===== config.mk =====
export PLATFORM = sky130hd
export DESIGN_NAME = seg7_scan
export DESIGN_NICKNAME = d
export VERILOG_FILES = /design/src/rtl/seg7_pkg.sv /design/src/rtl/hex_to_seg7.sv /design/src/rtl/seg7_scan.sv
export SDC_FILE = /design/constraint.sdc
export NUM_CORES = 1
export LEC_CHECK = 0
export ABC_CLOCK_PERIOD_IN_PS = 2350
export BUFFER_PORTS_ARGS = -buffer_cell sky130_fd_sc_hd__buf_2
export CAP_MARGIN = 40
export CORE_MARGIN = 3
export CORE_UTILIZATION = 54
export CTS_BUF_LIST = sky130_fd_sc_hd__clkbuf_2
export CTS_CLUSTER_SIZE = 24
export DETAILED_ROUTE_END_ITERATION = 16
export PLACE_DENSITY = 0.78
export SYNTH_ARGS = -nofsm -noshare
export SYNTH_HDL_FRONTEND = slang
export SYNTH_SLANG_ARGS = --single-unit

===== constraint.sdc =====
create_clock -name clk -period 2.35 [get_ports clk]
set_input_delay 0.1175 -clock clk [delete_from_list [all_inputs] [get_ports clk]]
set_output_delay 0.1175 -clock clk [all_outputs]
set_load 0.02 [all_outputs]

===== src/rtl/seg7_pkg.sv =====
`default_nettype none
// +------------------------------------------------------------------+
// | Package : seg7_pkg                                               |
// | Shared constants for the seven-segment scan driver: active-high  |
// | hex glyphs {g,f,e,d,c,b,a}, digit count and index helpers.       |
// | Revision: 1.0 - initial release                                  |
// +------------------------------------------------------------------+
package seg7_pkg;

  localparam int DIGITS = 8;
  localparam int IDX_W  = 3;

  typedef logic [IDX_W-1:0] idx_t;

  // Active-high glyphs, bit order {g,f,e,d,c,b,a}
  localparam logic [6:0] SEG_0   = 7'h3F;
  localparam logic [6:0] SEG_1   = 7'h06;
  localparam logic [6:0] SEG_2   = 7'h5B;
  localparam logic [6:0] SEG_3   = 7'h4F;
  localparam logic [6:0] SEG_4   = 7'h66;
  localparam logic [6:0] SEG_5   = 7'h6D;
  localparam logic [6:0] SEG_6   = 7'h7D;
  localparam logic [6:0] SEG_7   = 7'h07;
  localparam logic [6:0] SEG_8   = 7'h7F;
  localparam logic [6:0] SEG_9   = 7'h6F;
  localparam logic [6:0] SEG_A   = 7'h77;
  localparam logic [6:0] SEG_B   = 7'h7C;
  localparam logic [6:0] SEG_C   = 7'h39;
  localparam logic [6:0] SEG_D   = 7'h5E;
  localparam logic [6:0] SEG_E   = 7'h79;
  localparam logic [6:0] SEG_F   = 7'h71;
  localparam logic [6:0] SEG_OFF = 7'h00;

  // Index of the most-significant non-zero nibble; 0 for an all-zero word
  function automatic idx_t top_digit(input logic [31:0] w);
    idx_t r;
    r = '0;
    for (int k = 0; k < DIGITS; k++) begin
      if (w[4*k +: 4] != 4'h0) r = idx_t'(k);
    end
    return r;
  endfunction

endpackage
`default_nettype wire


===== src/rtl/hex_to_seg7.sv =====
`default_nettype none
// +------------------------------------------------------------------+
// | Module  : hex_to_seg7                                            |
// | Combinational nibble to active-high seven-segment glyph decoder. |
// | Revision: 1.0 - initial release                                  |
// +------------------------------------------------------------------+
module hex_to_seg7
  import seg7_pkg::*;
(
  input  logic [3:0] nib,
  output logic [6:0] seg
);

  // Map each hex value to its standard glyph
  always_comb begin
    seg = SEG_OFF;
    case (nib)
      4'h0: seg = SEG_0;
      4'h1: seg = SEG_1;
      4'h2: seg = SEG_2;
      4'h3: seg = SEG_3;
      4'h4: seg = SEG_4;
      4'h5: seg = SEG_5;
      4'h6: seg = SEG_6;
      4'h7: seg = SEG_7;
      4'h8: seg = SEG_8;
      4'h9: seg = SEG_9;
      4'hA: seg = SEG_A;
      4'hB: seg = SEG_B;
      4'hC: seg = SEG_C;
      4'hD: seg = SEG_D;
      4'hE: seg = SEG_E;
      4'hF: seg = SEG_F;
      default: seg = SEG_OFF;
    endcase
  end

endmodule
`default_nettype wire


===== src/rtl/seg7_scan.sv =====
`default_nettype none
// +------------------------------------------------------------------+
// | Module  : seg7_scan                                              |
// | Eight-digit multiplexed seven-segment driver for the OUT port    |
// | word, with a decimal-point "fresh" flag on digit 0.              |
// | Optional: define SEG_LZB_EN for leading-zero blanking.           |
// | Revision: 1.0 - initial release                                  |
// +------------------------------------------------------------------+
module seg7_scan
  import seg7_pkg::*;
#(
  parameter int SCAN_DIV       = 50000,
  parameter int FRESH_FRAMES   = 16,
  parameter bit SEG_ACTIVE_LOW = 1'b1
) (
  input  logic        clk,
  input  logic        rst,
  input  logic [31:0] data_i,
  input  logic        load_i,
  output logic [7:0]  an_o,
  output logic [6:0]  seg_o,
  output logic        dp_o
);

  localparam int              DIV_W      = $clog2(SCAN_DIV);
  localparam logic [DIV_W-1:0] DIV_LAST  = DIV_W'(SCAN_DIV - 1);
  localparam logic [7:0]      FRESH_INIT = 8'(FRESH_FRAMES);
  localparam idx_t            IDX_LAST   = idx_t'(DIGITS - 1);

  logic             load_d;
  logic [31:0]      disp_q;
  logic [DIV_W-1:0] div_q;
  idx_t             idx_q;
  logic [7:0]       fresh_q;

  logic             tick;
  logic             frame_end;
  logic [31:0]      disp_next;
  logic [7:0]       fresh_next;
  logic [3:0]       nib;
  logic [6:0]       glyph;
  logic             blank;
  logic [7:0]       an_hi;
  logic [6:0]       seg_hi;
  logic             dp_hi;

  assign tick      = (div_q == DIV_LAST);
  assign frame_end = tick && (idx_q == IDX_LAST);

  // The word arrives one cycle after the strobe; decoding from the
  // next-state value lets a new glyph reach the pins in the same edge
  // that captures it.
  assign disp_next = load_d ? data_i : disp_q;

  // Fresh counter next state: reload beats a coincident frame end
  always_comb begin
    fresh_next = fresh_q;
    if (load_d) begin
      fresh_next = FRESH_INIT;
    end else if (frame_end && (fresh_q != 8'd0)) begin
      fresh_next = fresh_q - 8'd1;
    end
  end

  assign nib = disp_next[{idx_q, 2'b00} +: 4];

  hex_to_seg7 u_dec (
    .nib (nib),
    .seg (glyph)
  );

`ifdef SEG_LZB_EN
  assign blank = (idx_q > top_digit(disp_next));
`else
  assign blank = 1'b0;
`endif

  assign an_hi  = blank ? 8'h00 : (8'h01 << idx_q);
  assign seg_hi = blank ? SEG_OFF : glyph;
  assign dp_hi  = (idx_q == '0) && (fresh_next != 8'd0);

  // Strobe delay and word capture
  always_ff @(posedge clk or posedge rst) begin
    if (rst) begin
      load_d <= 1'b0;
      disp_q <= '0;
    end else begin
      load_d <= load_i;
      disp_q <= disp_next;
    end
  end

  // Prescaler and digit index advance
  always_ff @(posedge clk or posedge rst) begin
    if (rst) begin
      div_q <= '0;
      idx_q <= '0;
    end else if (tick) begin
      div_q <= '0;
      idx_q <= idx_q + 1'b1;
    end else begin
      div_q <= div_q + 1'b1;
    end
  end

  // Fresh-frame counter
  always_ff @(posedge clk or posedge rst) begin
    if (rst) begin
      fresh_q <= 8'd0;
    end else begin
      fresh_q <= fresh_next;
    end
  end

  // Registered pin drivers with polarity applied; reset blanks the display
  always_ff @(posedge clk or posedge rst) begin
    if (rst) begin
      an_o  <= {8{SEG_ACTIVE_LOW}};
      seg_o <= {7{SEG_ACTIVE_LOW}};
      dp_o  <= SEG_ACTIVE_LOW;
    end else begin
      an_o  <= an_hi  ^ {8{SEG_ACTIVE_LOW}};
      seg_o <= seg_hi ^ {7{SEG_ACTIVE_LOW}};
      dp_o  <= dp_hi  ^ SEG_ACTIVE_LOW;
    end
  end

endmodule
`default_nettype wire


==> run_results.csv <==
group,metric,value,unit
cts,clock-sinks,76,
critical_path,r2r-start,"load_d",
sta,worst_pin_slew,0.602,ns
power_and_ir_drop,total_power,0.00275,W
floorplan,io_pins,51,
place,dp.final_hpwl,5.32,mm
sta,finalSetupViolCount,7,
global_route,grt.total_usage,23.8,%
power_and_ir_drop,seqPwrFrac,52.2,%
routing,drc,0,
critical_path,crit_path_start,"load_d",
place,port_buffers,50,
sta,setup_ws,-0.175,ns
floorplan,die_h,90.3,um
floorplan,die_x,90.3,um
cells_and_area,syn_to_final_growth,32.6,%
power_and_ir_drop,p_comb_share,18.5,%
power_and_ir_drop,switching_share,26.3,%
sta,period_minus_slack,2.53,ns
global_route,grt_max_degree,40,
synth,synth_top_area_share,39.2,%
critical_path,critPathCaptureType,"flip-flop",
sta,drv_slew,0,
synth,synthFlopType,"dfrtp_1",
routing,drt-total-wl,9.40,mm
power_and_ir_drop,p_int,0.00202,W
power_and_ir_drop,net-switching-power,0.000723,W
critical_path,crit_required,2.82,ns
global_route,grt_overflow_total,0,
power_and_ir_drop,leakage,2.28,nW
cts,clock-root-buffer,"clkbuf_2",
synth,yosysTopAreaCell,"dfrtp_1",
critical_path,crit_type,"flip-flop to flip-flop",
sta,rsz0062_at_grt,"true",
cts,cts_tree,"built",
cells_and_area,n_antenna_cell,0,
routing,antenna_left,0,
cells_and_area,fin_nets,482,
floorplan,die-area,8150,um2
routing,vias,2865,
sta,fmax,0.396,GHz
min_path,hold_class,"primary input to async pin",
critical_path,r2r_end,"seg_o[1]",
power_and_ir_drop,powerDensity,540,nW/um2
routing,drt_iter0_markers,120,
power_and_ir_drop,p_clk_share,29.2,%
routing,wire_per_inst,17.6,um
critical_path,start_kind,"flip-flop",
sta,relSlewSlack,59.7,%
floorplan,initial_core_util,56.1,%
synth,ys_types,48,
sta,hold_violations,0,
synth,ys_ff_latch,76,
routing,firstDrtPassIters,4,
sta,clock_skew,0.0285,ns
synth,ys_top_cells_by_area,"dfrtp_1 (39%), dfstp_2 (11%), mux2_2 (9.4%)",
cells_and_area,nFillCells,431,
synth,synth-seq-area-share,50.1,%
cts,numCtsBuffers,9,
outcome,run_status,"finished, violations left",
synth,synth.yosys.warnings,0,
cts,path_clk_slew,0.21,ns
critical_path,r2r_slack,-0.18,ns
job,max-cap-violations,0,
synth,synth.avg_cell_area,12.3,um2
cts,clk_path_buf_depth,2,
critical_path,crit_path_max_fanout,6,
global_route,antenna_found_initial,0,
floorplan,core,6830,um2
place,post-place-ws,-0.136,ns
floorplan,fp-row-count,30,
synth,async_flop_share,100,%
routing,vias_per_cell,5.38,
critical_path,reg2reg_depth,7,
global_route,grt_pass1_vias,3016,
power_and_ir_drop,ir_worst_vdd,0.000325,V
sta,fin_crit_sh,107,%
cells_and_area,drive_above_1_share,43.7,%
global_route,grt_pass1_wl,15.2,mm
synth,synth_edf_count,0,
synth,mappedNetlistNets,362,
critical_path,worst-endpoint-arrival,3.00,ns
place,globalplace.congestion,0.864,
synth,synth_area,3830,um2
cts,htreeDepth,3,
cts,clk_latency,0.51,ns
synth,synth_cells,312,
outcome,violations,"setup timing",
-- power by group through the flow --
| stage | Clock (W) | Combinational [W] | Sequential [W] |
|---|---|---|---|
| 2_1_floorplan | 0 | 0.000226 | 0.00148 |
| 3_3_place_gp | 0 | 0.000356 | 0.00145 |
| 3_5_place_dp | 0 | 0.000369 | 0.00145 |
| 4_1_cts | 0.000808 | 0.000451 | 0.00143 |
| 5_1_grt | 0.000869 | 0.000547 | 0.00144 |
| 6_report | 0.000803 | 0.000509 | 0.00143 |
-- routing by layer --
| metal | vias up | track usage [%] | share of wire, % |
|---|---|---|---|
| met5 | - | 0 | 0 |
| met4 | 0 | 8.55 | 2.4 |
| met3 | 19 | 4.58 | 3.8 |
| met2 | 80 | 40.7 | 52 |
| met1 | 1416 | 30.2 | 42 |
| li1 | 1350 | - | - |
-- through the flow --
step	std cells	TNS (ns)	utilization (%)	hold slack [ns]	area (um2)
global route	533	-1.54	74.4	0.0824	5080
finish	533	-0.848	74.4	0.0900	5080
CTS	529	-0.130	72.8	0.0844	4970
detailed placement	469	-0.523	63.9	0.108	4370
floorplan	312	-0.0325	-	0.149	3880
global placement	469	-0.0976	63.9	0.0978	4370
-- worst max path at each step --
stage | slack (ns) | to | cells after the start
detailed placement | -0.14 | seg_o[5] | 8
floorplan | -0.03 | seg_o[1] | 8
global route | -0.25 | seg_o[1] | 8
global placement | -0.04 | seg_o[5] | 8
CTS | -0.05 | seg_o[1] | 7
finish | -0.18 | seg_o[1] | 7
-- layout by cell type, fill, tap and decap left out, types with 7 or more instances in the layout --
cell	instances
xnor2_1	8
buf_6	7
clkbuf_2	10
mux4_2	11
nand3_1	11
mux2_2	27
buf_4	31
nor2_1	20
inv_1	18
xor2_1	9
nand2_1	16
mux2i_1	11
dfrtp_1	59
buf_2	50
dlygate4sd3_1	34
ha_1	11
dfstp_2	16
-- kinds of logic after synthesis --
family | count (synthesis) | share of synthesized area, %
AND/OR/NAND/NOR | 85 | 12.7
flip-flops | 76 | 50.1
multiplexers | 58 | 19.8
AO/OA/AOI/OAI | 27 | 5.19
buffers and inverters | 34 | 3.49
XOR/XNOR | 17 | 3.88
adder cells (fa/ha/maj) | 15 | 4.89
-- final cells by class --
| cell class | count | area [um2] | share of cell area, % |
|---|---|---|---|
| repair buffers | 123 | 922 | 18.1 |
| well taps | 96 | 120 | 2.36 |
| clock inverters | 6 | 78.8 | 1.55 |
| flip-flops and latches | 76 | 1920 | 37.8 |
| multi-input cells | 202 | 1920 | 37.7 |
| clock buffers | 10 | 50.0 | 0.984 |
| inverters | 20 | 75.1 | 1.48 |
-- synthesized netlist by cell type (all sizes together), types with 2 or more instances --
library cell,instances
buf,5
o211ai,3
mux4,11
nand4bb,2
or4,3
or2,3
mux2i,15
nor2b,4
nand4,2
ha,15
nor4b,3
nand2,16
nor3,2
nor2,20
a22oi,3
clkbuf,9
xnor2,8
nor4bb,2
mux2,32
inv,20
a21oi,5
nor4,4
and3,5
o2bb2ai,2
dfrtp,60
nand3,11
xor2,9
o21ai,4
nor3b,3
dfstp,16
-- flip-flops by register name (all words and copies together) (netlist names) --
signal	cells
idx_q	3
dp_o	1
fresh_q	8
disp_q	32
seg_o	7
div_q	16
an_o	8
load_d	1
-- critical path: stages (launching register included) --
cell     delay (ns)
dfrtp_2        0.54
buf_6          0.17
mux2_4         0.32
mux4_2         0.49
mux2i_4        0.22
ha_4           0.23
mux2_2         0.27
a32o_2         0.24
-- repair_timing --
action,in CTS,in global routing
setup endpoints to repair,8,8
buffers inserted,10,5
pin swaps,7,11
gates cloned,0,0
resized for setup,16,20
hold buffers,34,0
hold endpoints to repair,67,0
(Power assumes the default switching activity.)
